--- config.mk ---
export PLATFORM = sky130hd
export DESIGN_NAME = rps_match_ctrl
export DESIGN_NICKNAME = d
export VERILOG_FILES = /design/src/rtl/rps_pkg.sv /design/src/rtl/rps_judge.sv /design/src/rtl/rps_match_ctrl.sv
export SDC_FILE = /design/constraint.sdc
export NUM_CORES = 1
export LEC_CHECK = 0
export ABC_AREA = 1
export CAP_MARGIN = 10
export CORE_MARGIN = 2
export CORE_UTILIZATION = 32
export CTS_CLUSTER_DIAMETER = 200
export CTS_CLUSTER_SIZE = 10
export DETAILED_ROUTE_END_ITERATION = 8
export SETUP_SLACK_MARGIN = 0.5
export SLEW_MARGIN = 0
export SYNTH_ARGS = -nofsm -noshare
export SYNTH_HDL_FRONTEND = slang
export SYNTH_SLANG_ARGS = --single-unit
--- constraint.sdc ---
create_clock -name clk -period 3.6 [get_ports clk]
set_clock_uncertainty 0.1 [all_clocks]
set_input_delay 0.54 -clock clk [delete_from_list [all_inputs] [get_ports clk]]
set_output_delay 0.54 -clock clk [all_outputs]
set_load 0.02 [all_outputs]
--- src/rtl/rps_pkg.sv ---
// Shared encodings for the stone-paper-scissors match controller: FSM states,
// per-round result codes and match winner codes.
package rps_pkg;

  // Match controller states; the encoding is exported on state_o.
  typedef enum logic [1:0] {
    S_IDLE   = 2'd0,
    S_EVAL   = 2'd1,
    S_RESULT = 2'd2,
    S_OVER   = 2'd3
  } state_e;

  // Per-round outcome codes driven on round_result.
  localparam logic [1:0] RES_TIE     = 2'b00;
  localparam logic [1:0] RES_P1      = 2'b01;
  localparam logic [1:0] RES_P2      = 2'b10;
  localparam logic [1:0] RES_INVALID = 2'b11;

  // Match outcome codes driven on match_winner.
  localparam logic [1:0] WIN_NONE = 2'b00;
  localparam logic [1:0] WIN_P1   = 2'b01;
  localparam logic [1:0] WIN_P2   = 2'b10;

endpackage

--- src/rtl/rps_judge.sv ---
// Combinational round judge for generalised stone-paper-scissors with an odd
// number of moves. Move m1 beats m2 when (m1 - m2) mod NUM_MOVES lies in the
// lower half of the non-zero residues.
module rps_judge
  import rps_pkg::*;
#(
  parameter int unsigned NUM_MOVES = 3,
  parameter int unsigned MOVE_W    = 2
) (
  input  logic [MOVE_W-1:0] m1,
  input  logic [MOVE_W-1:0] m2,
  output logic [1:0]        result
);

  // One spare bit so NUM_MOVES and a + NUM_MOVES - b never overflow.
  localparam logic [MOVE_W:0] NumW  = NUM_MOVES[MOVE_W:0];
  localparam int unsigned     Half  = (NUM_MOVES - 1) / 2;
  localparam logic [MOVE_W:0] HalfW = Half[MOVE_W:0];

  logic [MOVE_W:0] a;
  logic [MOVE_W:0] b;
  logic [MOVE_W:0] diff;

  // Modular difference without a divider: operands are already < NUM_MOVES
  // on the valid path, so a single conditional add of NUM_MOVES suffices.
  always_comb begin
    a = {1'b0, m1};
    b = {1'b0, m2};
    if (a >= b) begin
      diff = a - b;
    end else begin
      diff = a + NumW - b;
    end

    if ((a >= NumW) || (b >= NumW)) begin
      result = RES_INVALID;
    end else if (diff == '0) begin
      result = RES_TIE;
    end else if (diff <= HalfW) begin
      result = RES_P1;
    end else begin
      result = RES_P2;
    end
  end

endmodule

--- src/rtl/rps_match_ctrl.sv ---
// Best-of-N match controller: captures both moves on a start rising edge,
// judges the round, keeps scores and a counted-round total, and declares the
// match winner on reaching WIN_TARGET points or MAX_ROUNDS counted rounds.
module rps_match_ctrl
  import rps_pkg::*;
#(
  parameter int unsigned NUM_MOVES  = 3,
  parameter int unsigned MOVE_W     = 2,
  parameter int unsigned WIN_TARGET = 3,
  parameter int unsigned MAX_ROUNDS = 9,
  parameter int unsigned SCORE_W    = 4
) (
  input  logic               clk,
  input  logic               rst_n,
  input  logic               ena,
  input  logic [MOVE_W-1:0]  p1_move,
  input  logic [MOVE_W-1:0]  p2_move,
  input  logic               start,
  input  logic               clear_match,
  output logic [1:0]         round_result,
  output logic               result_valid,
  output logic [SCORE_W-1:0] p1_score,
  output logic [SCORE_W-1:0] p2_score,
  output logic [SCORE_W-1:0] round_cnt,
  output logic               match_over,
  output logic [1:0]         match_winner,
  output logic [1:0]         state_o
);

  localparam logic [SCORE_W-1:0] WinTarget = WIN_TARGET[SCORE_W-1:0];
  localparam logic [SCORE_W-1:0] MaxRounds = MAX_ROUNDS[SCORE_W-1:0];
  localparam logic [SCORE_W-1:0] ScoreOne  = SCORE_W'(1);

  state_e             state_q;
  logic               start_q;
  logic [MOVE_W-1:0]  m1_q;
  logic [MOVE_W-1:0]  m2_q;
  logic [1:0]         res_q;
  logic               valid_q;
  logic [SCORE_W-1:0] p1_q;
  logic [SCORE_W-1:0] p2_q;
  logic [SCORE_W-1:0] rc_q;
  logic               over_q;
  logic [1:0]         win_q;

  logic               start_rise;
  logic [1:0]         judge_res;
  logic [SCORE_W-1:0] p1_n;
  logic [SCORE_W-1:0] p2_n;
  logic [SCORE_W-1:0] rc_n;
  logic               end_n;
  logic [1:0]         win_n;

  // ena gates the edge so a press while disabled is never seen.
  assign start_rise = start & ~start_q & ena;

  rps_judge #(
    .NUM_MOVES (NUM_MOVES),
    .MOVE_W    (MOVE_W)
  ) u_judge (
    .m1     (m1_q),
    .m2     (m2_q),
    .result (judge_res)
  );

  // Score update and end-of-match decision for the round being evaluated.
  always_comb begin
    p1_n  = p1_q;
    p2_n  = p2_q;
    rc_n  = rc_q;
    end_n = 1'b0;
    win_n = WIN_NONE;

    unique case (judge_res)
      RES_TIE: begin
        rc_n = rc_q + ScoreOne;
      end
      RES_P1: begin
        p1_n = p1_q + ScoreOne;
        rc_n = rc_q + ScoreOne;
      end
      RES_P2: begin
        p2_n = p2_q + ScoreOne;
        rc_n = rc_q + ScoreOne;
      end
      default: begin
        // Invalid move: counters stay put, so the match cannot end here.
      end
    endcase

    if (judge_res != RES_INVALID) begin
      if (p1_n == WinTarget) begin
        end_n = 1'b1;
        win_n = WIN_P1;
      end else if (p2_n == WinTarget) begin
        end_n = 1'b1;
        win_n = WIN_P2;
      end else if (rc_n == MaxRounds) begin
        end_n = 1'b1;
        if (p1_n > p2_n) begin
          win_n = WIN_P1;
        end else if (p2_n > p1_n) begin
          win_n = WIN_P2;
        end else begin
          win_n = WIN_NONE;
        end
      end
    end
  end

  // Match FSM with registered outputs; clear_match overrides any round activity.
  always_ff @(posedge clk or negedge rst_n) begin
    if (!rst_n) begin
      state_q <= S_IDLE;
      start_q <= 1'b0;
      m1_q    <= '0;
      m2_q    <= '0;
      res_q   <= RES_TIE;
      valid_q <= 1'b0;
      p1_q    <= '0;
      p2_q    <= '0;
      rc_q    <= '0;
      over_q  <= 1'b0;
      win_q   <= WIN_NONE;
    end else if (ena) begin
      start_q <= start;
      valid_q <= 1'b0;
      if (clear_match) begin
        state_q <= S_IDLE;
        res_q   <= RES_TIE;
        p1_q    <= '0;
        p2_q    <= '0;
        rc_q    <= '0;
        over_q  <= 1'b0;
        win_q   <= WIN_NONE;
      end else begin
        unique case (state_q)
          S_IDLE: begin
            if (start_rise) begin
              m1_q    <= p1_move;
              m2_q    <= p2_move;
              state_q <= S_EVAL;
            end
          end
          S_EVAL: begin
            res_q   <= judge_res;
            valid_q <= 1'b1;
            p1_q    <= p1_n;
            p2_q    <= p2_n;
            rc_q    <= rc_n;
            if (end_n) begin
              state_q <= S_OVER;
              over_q  <= 1'b1;
              win_q   <= win_n;
            end else begin
              state_q <= S_RESULT;
            end
          end
          S_RESULT: begin
            // Wait for release so a held button yields exactly one round.
            if (!start) begin
              state_q <= S_IDLE;
            end
          end
          S_OVER: begin
            // Terminal until clear_match or reset.
          end
          default: begin
            state_q <= S_IDLE;
          end
        endcase
      end
    end
  end

  assign round_result = res_q;
  assign result_valid = valid_q;
  assign p1_score     = p1_q;
  assign p2_score     = p2_q;
  assign round_cnt    = rc_q;
  assign match_over   = over_q;
  assign match_winner = win_q;
  assign state_o      = state_q;

endmodule

# Word level (Yosys, flattened, before mapping)
# Cells that the tools add are included.
[word_totals] register_bits=25 in_bits=9 word_cells=87
[classes] add_sub_neg=6 order_cmp=6 eq_ne=10 n_mux=38 n_bitwise=4 n_reduce_logical=12
[ops] cell="two-way mux 4 bit" count=9
[ops] cell="two-way mux 2 bit" count=17
[ops] cell="adder 4 x 1 -> 4 bit (second input constant)" count=3
[ops] cell="two-way mux 1 bit" count=10
[ops] cell="== test 4 x 2 -> 1 bit (second input constant)" count=2
[ops] cell="greater-than comparator 4 bit" count=2
[ops] cell="AND reduction 4 bit" count=2
[ops] cell="inequality test 3 bit (second input constant)" count=2
[ops] cell="case mux 2 bit (3 select lines)" count=1
[ops] cell="== test 2 x 1 -> 1 bit (second input constant)" count=2
[ops] cell="== test 2 bit (second input constant)" count=2
[ops] cell="== test 4 bit (second input constant)" count=1
[ops] cell="greater-or-equal comparator 2 bit (second input constant)" count=2
[ops] cell="zero test 2 bit" count=2
[ops] cell="nonzero test 2 bit" count=2
[ops] cell="nonzero test 4 bit" count=1
[ops] cell="adder 2 x 2 -> 3 bit (second input constant)" count=1
[ops] cell="less-or-equal comparator 3 x 1 -> 1 bit (second input constant)" count=1
[ops] cell="zero test 3 bit" count=1
[ops] cell="two-way mux 3 bit" count=1
[ops] cell="AND reduction 3 bit" count=1
[ops] cell="OR reduction 3 bit" count=1
[ops] cell="subtractor 2 x 2 -> 3 bit" count=1
[ops] cell="subtractor 3 x 2 -> 3 bit" count=1
[ops] cell="other kinds (6)" count=8

# Logic depth before layout (Yosys ltp)
[depth] ltp_word=19 ltp_mapped=18 mapped_depth_nobuf=18

# Hierarchy
# A second synthesis with hierarchy kept.
[unflattened] hier_cells=237 area_unflattened_um2=1682.9
[modules_own_cells] mod="rps_match_ctrl" n_inst=1 cells_per_inst=208 area_per_inst_um2=1498.9 seq_area_each_um2=625.6
[modules_own_cells] mod="rps_judge" n_inst=1 cells_per_inst=29 area_per_inst_um2=183.9 seq_area_each_um2=0.0

# Least setup slack after synthesis
# Ideal clock, no wire load.
[synth_timing] kind="reg2reg" start="register m1_q[0]" end="register win_q[1] (netlist: match_winner[1])" arrival_time_ps=2495 required_ps=3383 setup_slack_ps=888 stages_incl_launch_ff=18 path_buffers=0 path_cell_list="dfrtp_1 inv_1 ha_1 fa_1 inv_1 nor2_1 a21oi_2 nand3_4 o21ai_2 ha_1 inv_1 nor2_1 o21ai_0 nand2_1 nand3_1 a21boi_0 nand2_1 nand2_1"
[synth_via] elab_chain_len=19 word_cells_on_any_way=40 cone_classes="add/sub: 3; order compare: 5; eq/ne: 6; mux: 20; reduce/logical: 6"
[synth_lines] element="start, declared" line_no="rps_match_ctrl.sv:36" rtl="logic [MOVE_W-1:0] m1_q;"
[synth_lines] element="start signal, assigned" line_no="rps_match_ctrl.sv:140" rtl="m1_q <= p1_move;"
[synth_lines] element="adder 2 x 2 -> 3 bit" line_no="rps_judge.sv:32" rtl="diff = a + NumW - b;"
[synth_lines] element="subtractor 3 x 2 -> 3 bit" line_no="rps_judge.sv:32"
[synth_lines] element="two-way mux 3 bit" line_no="rps_judge.sv:29" rtl="if (a >= b) begin"
[synth_lines] element="less-or-equal comparator 3 x 1 -> 1 bit" line_no="rps_judge.sv:39" rtl="end else if (diff <= HalfW) begin"
[synth_lines] element="two-way mux 2 bit" line_no="rps_judge.sv:39"
[synth_lines] element="two-way mux 2 bit" line_no="rps_judge.sv:37" rtl="end else if (diff == '0) begin"
[synth_lines] element="two-way mux 2 bit *" line_no="rps_judge.sv:35" rtl="if ((a >= NumW) || (b >= NumW)) begin"
[synth_lines] element="== test 2 bit or == test 2 x 1 -> 1 bit (tied branches)" line_no="rps_match_ctrl.sv:74" rtl="unique case (judge_res)"
[synth_lines] element="[... 3 more ...]"
[synth_lines] element="two-way mux 2 bit" line_no="rps_match_ctrl.sv:100" rtl="if (p1_n > p2_n) begin"
[synth_lines] element="two-way mux 2 bit" line_no="rps_match_ctrl.sv:98" rtl="end else if (rc_n == MaxRounds) begin"
[synth_lines] element="two-way mux 2 bit" line_no="rps_match_ctrl.sv:95" rtl="end else if (p2_n == WinTarget) begin"
[synth_lines] element="two-way mux 2 bit" line_no="rps_match_ctrl.sv:92" rtl="if (p1_n == WinTarget) begin"
[synth_lines] element="two-way mux 2 bit" line_no="rps_match_ctrl.sv:91" rtl="if (judge_res != RES_INVALID) begin"
[synth_lines] element="two-way mux 2 bit" line_no="rps_match_ctrl.sv:151" rtl="if (end_n) begin"
[synth_lines] element="two-way mux 2 bit" line_no="rps_match_ctrl.sv:137" rtl="unique case (state_q)"
[synth_lines] element="two-way mux 2 bit" line_no="rps_match_ctrl.sv:128" rtl="if (clear_match) begin"
[synth_lines] element="end signal, assigned" line_no="rps_match_ctrl.sv:154" rtl="win_q <= win_n;"
[synth_lines] element="end, declared" line_no="rps_match_ctrl.sv:44" rtl="logic [1:0] win_q;"
# Mark *: on every way between the ends. The rest lies on a longest branch, timed or not. The select of a mux whose other input is x is not followed.
# A chain may end at the register's enable or synchronous reset.

# Worst setup path after layout
# Ends and elaborated chain as after synthesis.

==> results.json <==
{
  "r2r_cells": 17,
  "dp_hpwl_mm": 2.64,
  "tightestPinTransition_ns": 0.507,
  "clock_power_share": 0.113,
  "clk_path_buf_depth": 2,
  "min_period_over_period": 0.784,
  "finalInstanceArea_sq_um": 2110,
  "gr-max-usage-layer": "met2",
  "synthArstFlopShare": 1.00,
  "initial_utilization": 0.327,
  "core-area_sq_um": 5040,
  "post-route-util": 0.419,
  "max_stage_delay_ns": 0.42,
  "swShare": 0.481,
  "crit_top_cell": "nand2_1",
  "die_area_sq_um": 5750,
  "ys_seq_elements": 25,
  "cts_num_sinks": 25,
  "p_int_mw": 0.792,
  "crit_path_end_kind": "flip-flop",
  "multi_input_area_sq_um": 876,
  "period_needed_ns": 2.82,
  "synth_largest_area_cell": "dfrtp_1",
  "clkTransAtPathRegs_ns": 0.09,
  "hold_buffers": 0,
  "cts_made_buffers": 3,
  "use_met1": 0.193,
  "critPathRequiredTime_ns": 3.72,
  "fin_tns_setup_ns": 0,
  "syn-num-nets": 230,
  "final_common_cell": "nand2_1",
  "nFillCells": 531,
  "grt_max_degree": 26,
  "peakVddDrop_mv": 0.234,
  "via_per_inst": 4.48,
  "p_sw_mw": 0.733,
  "hold_depth": 2,
  "cp_cell_sequence": "ha_1 -> fa_1 -> nor2_1 -> nand3_2 -> nand2_1 -> nand3_4 -> nand2_1 -> o21ai_4 -> ha_1 -> inv_1 -> nor2_1 -> o21ai_1 -> nand2_1 -> nand3_1 -> a21boi_0 -> nand2_1 -> nand2_1",
  "place_congestion": 0.793,
  "ioPinCount": 29,
  "synth_area_per_cell_sq_um": 7.90,
  "cts_tree": "built",
  "clock_latency_ns": 0.27,
  "grt_pass1_vias": 1373,
  "die_h_um": 75.8,
  "htree_levels": 1,
  "setup_violations": 0,
  "powerDensity_nw_per_um2": 722,
  "die_width_um": 75.8,
  "final_cell_mix": "nand2_1 (42), inv_1 (37), clkdlybuf4s50_1 (28), dfrtp_1 (25), nor2_1 (14)",
  "nNetsFinal": 267,
  "register_area_sq_um": 626,
  "drt_iter0_markers": 47,
  "maxCapViolations": 0,
  "min_path_type": "flip-flop to flip-flop",
  "worstReg2RegStart": "m1_q[0]",
  "gr-total-overflow": 0,
  "grt_pass1_wl_mm": 6.18,
  "use_met3": 0.0159,
  "grtUsageMet2": 0.221,
  "crit_arrival_ns": 2.94,
  "wl_mm": 3.46,
  "rsz0062_at_grt": "false",
  "rr_endpoint": "match_winner[1]",
  "crit_fanout": 6,
  "pwr-share-seq": 0.254,
  "gr-usage-all-layers": 0.139,
  "leakagePower_nw": 1.03,
  "num_vias": 1411,
  "port_buffers": 28,
  "drive_gt1_frac": 0.143,
  "area_growth_syn_to_layout_pct": 28.0,
  "worstHoldEndpoint": "match_over",
  "ys_warn_count": 0,
  "hold_violations": 0,
  "synth_area_leaders": "dfrtp_1 (38%), nand2_1 (9.6%), inv_1 (8.4%)",
  "synthCells": 209,
  "dr.pass1.iters": 4,
  "dp.cells": 307,
  "clock-root-buffer": "clkbuf_8",
  "max_slew_margin": 0.661,
  "place_area_sq_um": 2030,
  "hp-start": "match_over",
  "ys_seq_area_frac": 0.379,
  "route.detailed.drc": 0,
  "ys.flop_type": "dfrtp_1",
  "netlist_area_sq_um": 1650,
  "r2r_slack_ns": 0.78,
  "antenna_cells": 0,
  "crit_type": "flip-flop to flip-flop",
  "num_rows": 26,
  "start_kind": "flip-flop",
  "antenna_found_initial": 0,
  "ant_nets": 0,
  "synth-edff-count": 0,
  "crit_slowest_cell": "fa_1",
  "drv_slew": 0,
  "wl_per_cell_um": 11.0,
  "synth_top_area_share": 0.379,
  "status": "finished, final reports clean",
  "fmax_mhz": 354,
  "synth.distinct_cells": 28,
  "pwr-share-comb": 0.633,
  "instances_no_fill": 315,
  "holdWs_ns": 0.378
}
-- power by group through the flow --
stage	combinational, mW	clock (mW)	sequential [mW]
after floorplan	0.649	0	0.423
after global placement	0.883	0	0.396
after detailed placement	0.885	0	0.397
after CTS	0.889	0.182	0.391
after global routing	1.10	0.196	0.398
final	0.966	0.172	0.388
-- flip-flops by register name, summed over array words and instances (netlist names) --
| signal | flops |
|---|---|
| m2_q | 2 |
| result_valid | 1 |
| match_winner | 2 |
| round_result | 2 |
| round_cnt | 4 |
| p2_score | 4 |
| m1_q | 2 |
| start_q | 1 |
| state_o | 2 |
| match_over | 1 |
| p1_score | 4 |
-- critical path, delay by kind of cell (launching register included) --
family | cells | cell delay [ns]
buffers and inverters | 1 | 0.04
AOI/OAI and AO/OA | 3 | 0.32
adders and majority gates | 3 | 0.93
DFF | 1 | 0.41
and+or+nand+nor | 10 | 0.98
-- kinds of logic (layout without fill, tap and decap cells) --
family                     Yosys count  in the layout  synth area share
adders and majority gates           12             12             0.100
xor gates and xnor gates             6              6            0.0318
AOI/OAI and AO/OA                   34             34             0.121
buffers and inverters               41             77            0.0963
DFF                                 25             25             0.379
and+or+nand+nor                     91             91             0.271
-- stage by stage --
| step | total power [mW] | setup WS, ns |
|---|---|---|
| floorplan | 1.07 | 0.888 |
| global placement | 1.28 | 0.679 |
| detailed placement | 1.28 | 0.643 |
| CTS | 1.46 | 0.620 |
| global route | 1.70 | 0.515 |
| finish | 1.53 | 0.777 |
-- cells in the mapped netlist, types with 2 or more instances --
cell type	count
nand3_2	2
ha_1	10
a21oi_1	8
inv_1	37
nor2_1	14
nand2_4	2
xor2_1	5
clkbuf_1	2
nand2_2	12
nand2_1	42
nand3_1	10
o22ai_1	11
o21ai_0	9
fa_1	2
a21oi_2	2
nor3_1	2
dfrtp_1	25
nand4_1	4
-- what timing repair did --
item / CTS / global route
buffers inserted: 0 / 4
endpoints found under the setup margin: 0 / 2
hold endpoints to repair: 0 / 0
gates resized for setup: 0 / 4
-- metal layers --
metal	part of all wire	up-vias
li1	-	743
met1	0.51	646
met2	0.45	17
met3	0.023	5
met4	0.017	0
met5	0	-
-- cell type report --
type / count / area share
inverters: 39 / 0.0717
clock buffers: 3 / 0.0195
repair buffers: 34 / 0.154
well taps: 70 / 0.0415
multi-input cells: 143 / 0.415
clock inverters: 1 / 0.00237
flip-flops and latches: 25 / 0.296
-- how the worst max path moves through the flow --
stage	end	slack (ns)	from
3_3_place_gp	match_winner[1]	0.68	m1_q[0]
6_report	match_winner[1]	0.78	m1_q[0]
5_1_grt	match_winner[1]	0.51	m1_q[0]
3_5_place_dp	match_winner[1]	0.64	m1_q[0]
2_1_floorplan	match_winner[1]	0.89	m1_q[0]
4_1_cts	match_winner[0]	0.62	m1_q[0]
Note: power is estimated with default switching activity, not from simulation.
